==> config.mk <==
export PLATFORM = sky130hd
export DESIGN_NAME = pipeline_hazard_ctrl
export DESIGN_NICKNAME = d
export VERILOG_FILES = /design/src/rtl/pipeline_hazard_ctrl.sv
export SDC_FILE = /design/constraint.sdc
export NUM_CORES = 1
export LEC_CHECK = 0
export BUFFER_PORTS_ARGS = -buffer_cell sky130_fd_sc_hd__buf_2
export CAP_MARGIN = 20
export CORE_MARGIN = 2
export CORE_UTILIZATION = 35
export CTS_CLUSTER_DIAMETER = 40
export DETAILED_ROUTE_END_ITERATION = 12
export PLACE_DENSITY = 0.77
export SETUP_SLACK_MARGIN = 0.2
export SLEW_MARGIN = 10
export SYNTH_ARGS = -nofsm -noshare
export SYNTH_HDL_FRONTEND = slang
export SYNTH_SLANG_ARGS = --single-unit
==> constraint.sdc <==
create_clock -name clk_i -period 2.35 [get_ports clk_i]
set_input_delay 0.5875 -clock clk_i [delete_from_list [all_inputs] [get_ports clk_i]]
set_output_delay 0.5875 -clock clk_i [all_outputs]
set_load 0.01 [all_outputs]
==> src/rtl/pipeline_hazard_ctrl.sv <==
// pipeline_hazard_ctrl
// Central stall/flush controller for the 5-stage pipeline. Merges D-cache
// miss stalls, load-use hazards and taken-branch flushes into one prioritized
// set of PC / IF/ID / ID/EX controls. A small FSM sequences each D-cache miss
// (RUN -> MISS -> RELEASE -> RUN) with a miss timeout into a sticky ERR state.
//
// Build option: define HAZ_PERF_CNT_EN to build the saturating performance
// counters. When undefined, the counter ports remain and are tied to zero.

module pipeline_hazard_ctrl #(
   parameter int unsigned ACK_TIMEOUT = 1023,
   parameter int unsigned CNT_W       = 16
) (
   input  logic             clk_i,
   input  logic             rst_i,
   input  logic [4:0]       ifid_rs_i,
   input  logic [4:0]       ifid_rt_i,
   input  logic             idex_memread_i,
   input  logic [4:0]       idex_rt_i,
   input  logic             branch_taken_i,
   input  logic             dmem_req_i,
   input  logic             dmem_hit_i,
   input  logic             dmem_ack_i,
   output logic             pc_write_o,
   output logic             ifid_write_o,
   output logic             ifid_flush_o,
   output logic             idex_bubble_o,
   output logic             memstall_o,
   output logic             err_o,
   output logic [CNT_W-1:0] stall_cnt_o,
   output logic [CNT_W-1:0] luse_cnt_o,
   output logic [CNT_W-1:0] flush_cnt_o
);

   // Miss counter only needs to reach ACK_TIMEOUT-1 before the timeout fires.
   localparam int unsigned MC_W = (ACK_TIMEOUT > 2) ? $clog2(ACK_TIMEOUT) : 1;
   localparam logic [MC_W-1:0] MISS_LAST = MC_W'(ACK_TIMEOUT - 1);

   localparam logic [1:0] ST_RUN     = 2'd0;
   localparam logic [1:0] ST_MISS    = 2'd1;
   localparam logic [1:0] ST_RELEASE = 2'd2;
   localparam logic [1:0] ST_ERR     = 2'd3;

   logic [1:0]      state_q;
   logic [1:0]      state_d;
   logic [MC_W-1:0] miss_cnt_q;
   logic            err_q;
   logic            luse_c;
   logic            memstall_c;

   // Miss sequencing state register.
   always_ff @(posedge clk_i or negedge rst_i) begin
      if (!rst_i) begin
         state_q <= ST_RUN;
      end else begin
         state_q <= state_d;
      end
   end

   // Next-state logic; an ack coinciding with the timeout cycle still releases.
   always_comb begin
      state_d = state_q;
      case (state_q)
         ST_RUN: begin
            if (dmem_req_i && !dmem_hit_i) begin
               state_d = ST_MISS;
            end
         end
         ST_MISS: begin
            if (dmem_ack_i) begin
               state_d = ST_RELEASE;
            end else if (miss_cnt_q == MISS_LAST) begin
               state_d = ST_ERR;
            end
         end
         ST_RELEASE: state_d = ST_RUN;
         ST_ERR:     state_d = ST_ERR;
         default:    state_d = ST_RUN;
      endcase
   end

   // Cycles spent waiting in MISS; cleared whenever the FSM is elsewhere.
   always_ff @(posedge clk_i or negedge rst_i) begin
      if (!rst_i) begin
         miss_cnt_q <= '0;
      end else if (state_q == ST_MISS && state_d == ST_MISS) begin
         miss_cnt_q <= miss_cnt_q + MC_W'(1);
      end else begin
         miss_cnt_q <= '0;
      end
   end

   // Sticky timeout flag, cleared only by reset.
   always_ff @(posedge clk_i or negedge rst_i) begin
      if (!rst_i) begin
         err_q <= 1'b0;
      end else if (state_d == ST_ERR) begin
         err_q <= 1'b1;
      end
   end

   assign err_o = err_q;

   // Hazard detection; RELEASE ignores the stale hit/miss of the retiring access.
   always_comb begin
      luse_c = idex_memread_i && (idex_rt_i != 5'd0) &&
               ((idex_rt_i == ifid_rs_i) || (idex_rt_i == ifid_rt_i));
      memstall_c = (state_q == ST_MISS) || (state_q == ST_ERR) ||
                   ((state_q == ST_RUN) && dmem_req_i && !dmem_hit_i);
   end

   // Prioritized pipeline controls: reset, memstall, load-use, branch, normal.
   always_comb begin
      pc_write_o    = 1'b1;
      ifid_write_o  = 1'b1;
      ifid_flush_o  = 1'b0;
      idex_bubble_o = 1'b0;
      memstall_o    = 1'b0;
      if (!rst_i) begin
         pc_write_o    = 1'b0;
         ifid_write_o  = 1'b0;
         ifid_flush_o  = 1'b1;
         idex_bubble_o = 1'b1;
      end else if (memstall_c) begin
         pc_write_o    = 1'b0;
         ifid_write_o  = 1'b0;
         memstall_o    = 1'b1;
      end else if (luse_c) begin
         pc_write_o    = 1'b0;
         ifid_write_o  = 1'b0;
         idex_bubble_o = 1'b1;
      end else if (branch_taken_i) begin
         ifid_flush_o  = 1'b1;
      end
   end

`ifdef HAZ_PERF_CNT_EN
   logic [CNT_W-1:0] stall_cnt_q;
   logic [CNT_W-1:0] luse_cnt_q;
   logic [CNT_W-1:0] flush_cnt_q;

   // Saturating event counters driven by the final prioritized controls.
   always_ff @(posedge clk_i or negedge rst_i) begin
      if (!rst_i) begin
         stall_cnt_q <= '0;
         luse_cnt_q  <= '0;
         flush_cnt_q <= '0;
      end else begin
         if (memstall_o && (stall_cnt_q != '1)) begin
            stall_cnt_q <= stall_cnt_q + CNT_W'(1);
         end
         if (idex_bubble_o && (luse_cnt_q != '1)) begin
            luse_cnt_q <= luse_cnt_q + CNT_W'(1);
         end
         if (ifid_flush_o && (flush_cnt_q != '1)) begin
            flush_cnt_q <= flush_cnt_q + CNT_W'(1);
         end
      end
   end

   assign stall_cnt_o = stall_cnt_q;
   assign luse_cnt_o  = luse_cnt_q;
   assign flush_cnt_o = flush_cnt_q;
`else
   assign stall_cnt_o = '0;
   assign luse_cnt_o  = '0;
   assign flush_cnt_o = '0;
`endif

endmodule

==> impl_metrics.py <==
metrics = {
    "die": {
        "coreArea_mm2": 0.003103,
        "die_w_um": 61.54,
        "initial_core_util": 0.3734,
        "num_rows": 20,
        "io_pins": 76,
        "die_area_mm2": 0.003787,
        "die_y_um": 61.54,
    },
    "sta": {
        "skew_ns": 0.002504,
        "fin_ws_ns": -0.03694,
        "timing.hold.ws_ns": 0.3009,
        "final_hold_viol_count": 0,
        "slew_violations": 0,
        "setup_tns_ns": -0.03694,
        "period_share": 1.016,
        "rsz0062_at_grt": "yes",
        "post-route-min-period_ns": 2.387,
        "setup_violations": 1,
        "max_freq_mhz": 418.9,
    },
    "setup_path": {
        "cp.required_ns": 1.76,
        "worstSetupStartpointType": "input port",
        "worst_path_max_delay_cell": "or4_4",
        "criticalPathCategory": "input port to primary output",
        "cpMostUsedCell": "buf_6",
        "crit_fanout": 3,
        "reg2reg_to": "miss_cnt_q[0]",
        "crit_path_end_kind": "primary output",
        "cpPeakStageDelay_ns": 0.53,
        "worstPathCellList": "buf_6, or4_4, o21a_4, a31o_2, buf_6",
        "worstRegToRegCells": 6,
        "r2r_start": "miss_cnt_q[0]",
        "arrival_ns": 1.80,
        "regToRegSetupSlack_ns": 0.59,
    },
    "power_and_ir_drop": {
        "ir_worst_vdd_uv": 195.2,
        "power.share.sequential": 0.429,
        "power_density_mw_per_mm2": 512.0,
        "p_clk_frac": 0.217,
        "p_sw_frac": 0.3676,
        "combPwrFrac": 0.354,
        "finalPower_uw": 640.0,
        "p_leak_nw": 0.6284,
        "cellInternalPower_uw": 404.8,
        "p_sw_uw": 235.2,
    },
    "placed_design": {
        "placed_cell_area_mm2": 0.001180,
        "gp_congestion": 0.8314,
        "portBuffers": 27,
        "pre_cts_ws_ns": -0.02862,
        "dpl.cell_count": 202,
        "dp_hpwl_mm": 1.533,
    },
    "run_status": {
        "status": "finished with violations",
        "violations": "setup timing",
    },
    "layout": {
        "drive_gt1_frac": 0.3006,
        "final_cells": 207,
        "n_fill_cell": 333,
        "area.sequential_um2": 325.3,
        "syn2layout_area_growth_pct": 7.883,
        "multi_input_area_um2": 640.6,
        "fin_util": 0.4028,
        "antenna_cells": 0,
        "nNetsFinal": 188,
        "stdcell_area_mm2": 0.001250,
    },
    "logic_synthesis": {
        "seq_area_frac_synth": 0.2808,
        "avgSynthCellArea_um2": 8.912,
        "synth.distinct_cells": 28,
        "syn_area_mm2": 0.001159,
        "netlist_instances": 130,
        "ys_warn_count": 0,
        "ys_ff_latch": 13,
    },
    "grt": {
        "antenna_found_initial": 0,
        "track_usage": 0.1036,
        "grt_pass1_vias": 702,
        "grt_max_degree": 14,
        "grt_remaining_overflow": 0,
        "grt_pass1_wl_mm": 2.849,
    },
    "route": {
        "wirelength_mm": 1.988,
        "first_iter_violations": 32,
        "wl_per_cell_um": 9.604,
        "viasPerCell": 3.855,
        "antenna_left": 0,
        "drc": 0,
        "dr.pass1.iters": 4,
        "vias": 798,
    },
    "clocking": {
        "cts_tree": "built",
        "clk_latency_ns": 0.28,
        "htree_levels": 1,
        "cts_hold_buf": 0,
        "clock_sinks": 13,
        "ctsRootBufferMaster": "clkbuf_4",
        "cts_buffer_depth": 2,
        "cts.clk_slew.worst_paths_ns": 0.08,
        "cts_buffers": 3,
    },
    "job": {
        "drv_cap": 0,
    },
    "hold_path": {
        "hold_path.class": "input port to async pin",
    },
}
[kinds of logic (layout without fill, tap and decap cells)]
kind of cell	Yosys count	in the layout	share of synthesized area
other	1	48	0.003237
adders and majority gates	2	2	0.02159
and+or+nand+nor	33	33	0.1609
DFF	13	13	0.2808
buffers and inverters	53	39	0.3369
xor gates and xnor gates	18	18	0.1361
AOI/OAI and AO/OA	10	10	0.06049
[cell usage after synthesis, drive strengths merged]
| master | n | share of area |
|---|---|---|
| ha | 2 | 0.022 |
| a21o | 2 | 0.014 |
| inv | 3 | 0.0097 |
| o21a | 1 | 0.0065 |
| a31o | 1 | 0.0076 |
| or3b | 1 | 0.0076 |
| dfrtp | 13 | 0.28 |
| a21oi | 3 | 0.013 |
| nor2b | 1 | 0.0054 |
| nand3 | 5 | 0.022 |
| or4 | 1 | 0.0065 |
| nand2 | 5 | 0.016 |
| and4 | 3 | 0.028 |
| o31a | 1 | 0.0086 |
| buf | 50 | 0.33 |
| nand4 | 2 | 0.011 |
| nor2 | 13 | 0.049 |
| o22ai | 1 | 0.0054 |
| and3 | 1 | 0.0097 |
| xnor2 | 12 | 0.091 |
| a31oi | 1 | 0.0054 |
| xor2 | 6 | 0.045 |
| conb | 1 | 0.0032 |
| nor3b | 1 | 0.0065 |
[power by group through the flow]
stage,Clock (mW),Sequential [mW],Combinational (mW)
2_1_floorplan,0,0.272,0.224
3_3_place_gp,0,0.278,0.213
3_5_place_dp,0,0.279,0.216
4_1_cts,0.144,0.274,0.220
5_1_grt,0.153,0.279,0.252
6_report,0.139,0.274,0.227
[area by class of cell]
| class | count | share of cell area |
|---|---|---|
| flip-flops and latches | 13 | 0.2603 |
| repair buffers | 32 | 0.1532 |
| clock buffers | 4 | 0.02102 |
| inverters | 3 | 0.009009 |
| well taps | 44 | 0.04404 |
| multi-input cells | 111 | 0.5125 |
[registers in the layout, indices dropped and copies added (netlist names)]
name / flops
miss_cnt_q: 10
state_q: 2
err_o: 1
[worst max path at each step]
stage / endpoint / slack [ns] / cells after the start / start
6_report: idex_bubble_o / -0.04 / 5 / idex_rt_i[2]
3_5_place_dp: idex_bubble_o / -0.03 / 5 / idex_rt_i[1]
3_3_place_gp: idex_bubble_o / -0.02 / 5 / idex_rt_i[1]
4_1_cts: idex_bubble_o / -0.01 / 5 / idex_rt_i[3]
2_1_floorplan: pc_write_o / 0.12 / 4 / idex_rt_i[1]
5_1_grt: idex_bubble_o / -0.06 / 5 / idex_rt_i[2]
[cell usage in the layout (no fill, tap or decap), types with 2 or more instances in the layout]
| cell | synthesis | layout |
|---|---|---|
| ha_1 | 2 | 2 |
| nor2_1 | 10 | 10 |
| conb_1 | 1 | 48 |
| a21oi_1 | 3 | 2 |
| nor2_2 | 3 | 3 |
| buf_6 | 1 | 3 |
| and4_4 | 2 | 2 |
| dfrtp_1 | 13 | 13 |
| buf_4 | 49 | 5 |
| buf_2 | 0 | 24 |
| nand4_1 | 2 | 2 |
| nand3_1 | 5 | 5 |
| xnor2_1 | 12 | 12 |
| nand2_1 | 5 | 5 |
| inv_1 | 3 | 3 |
| xor2_1 | 6 | 6 |
| clkbuf_4 | 0 | 3 |
[per-layer routing]
layer  wire, um  global-route usage  up-vias
met4         66             0.08207        0
met2       1057              0.1744       46
met1        705              0.1156      353
met3        159             0.01471        7
li1           -                   -      392
met5          0                   0        -
[worst max-delay path: cells and delay by family]
family,cells,cell delay [ns]
AOI/OAI and AO/OA,2,0.47
buffers and inverters,2,0.20
and+or+nand+nor,1,0.53
[repair_timing]
| action | in CTS | in global routing |
|---|---|---|
| setup buffers | 0 | 1 |
| setup endpoints to repair | 4 | 4 |
| pin swaps | 3 | 6 |
| gates resized for setup | 2 | 4 |
Power figures use the tool's default switching activity.
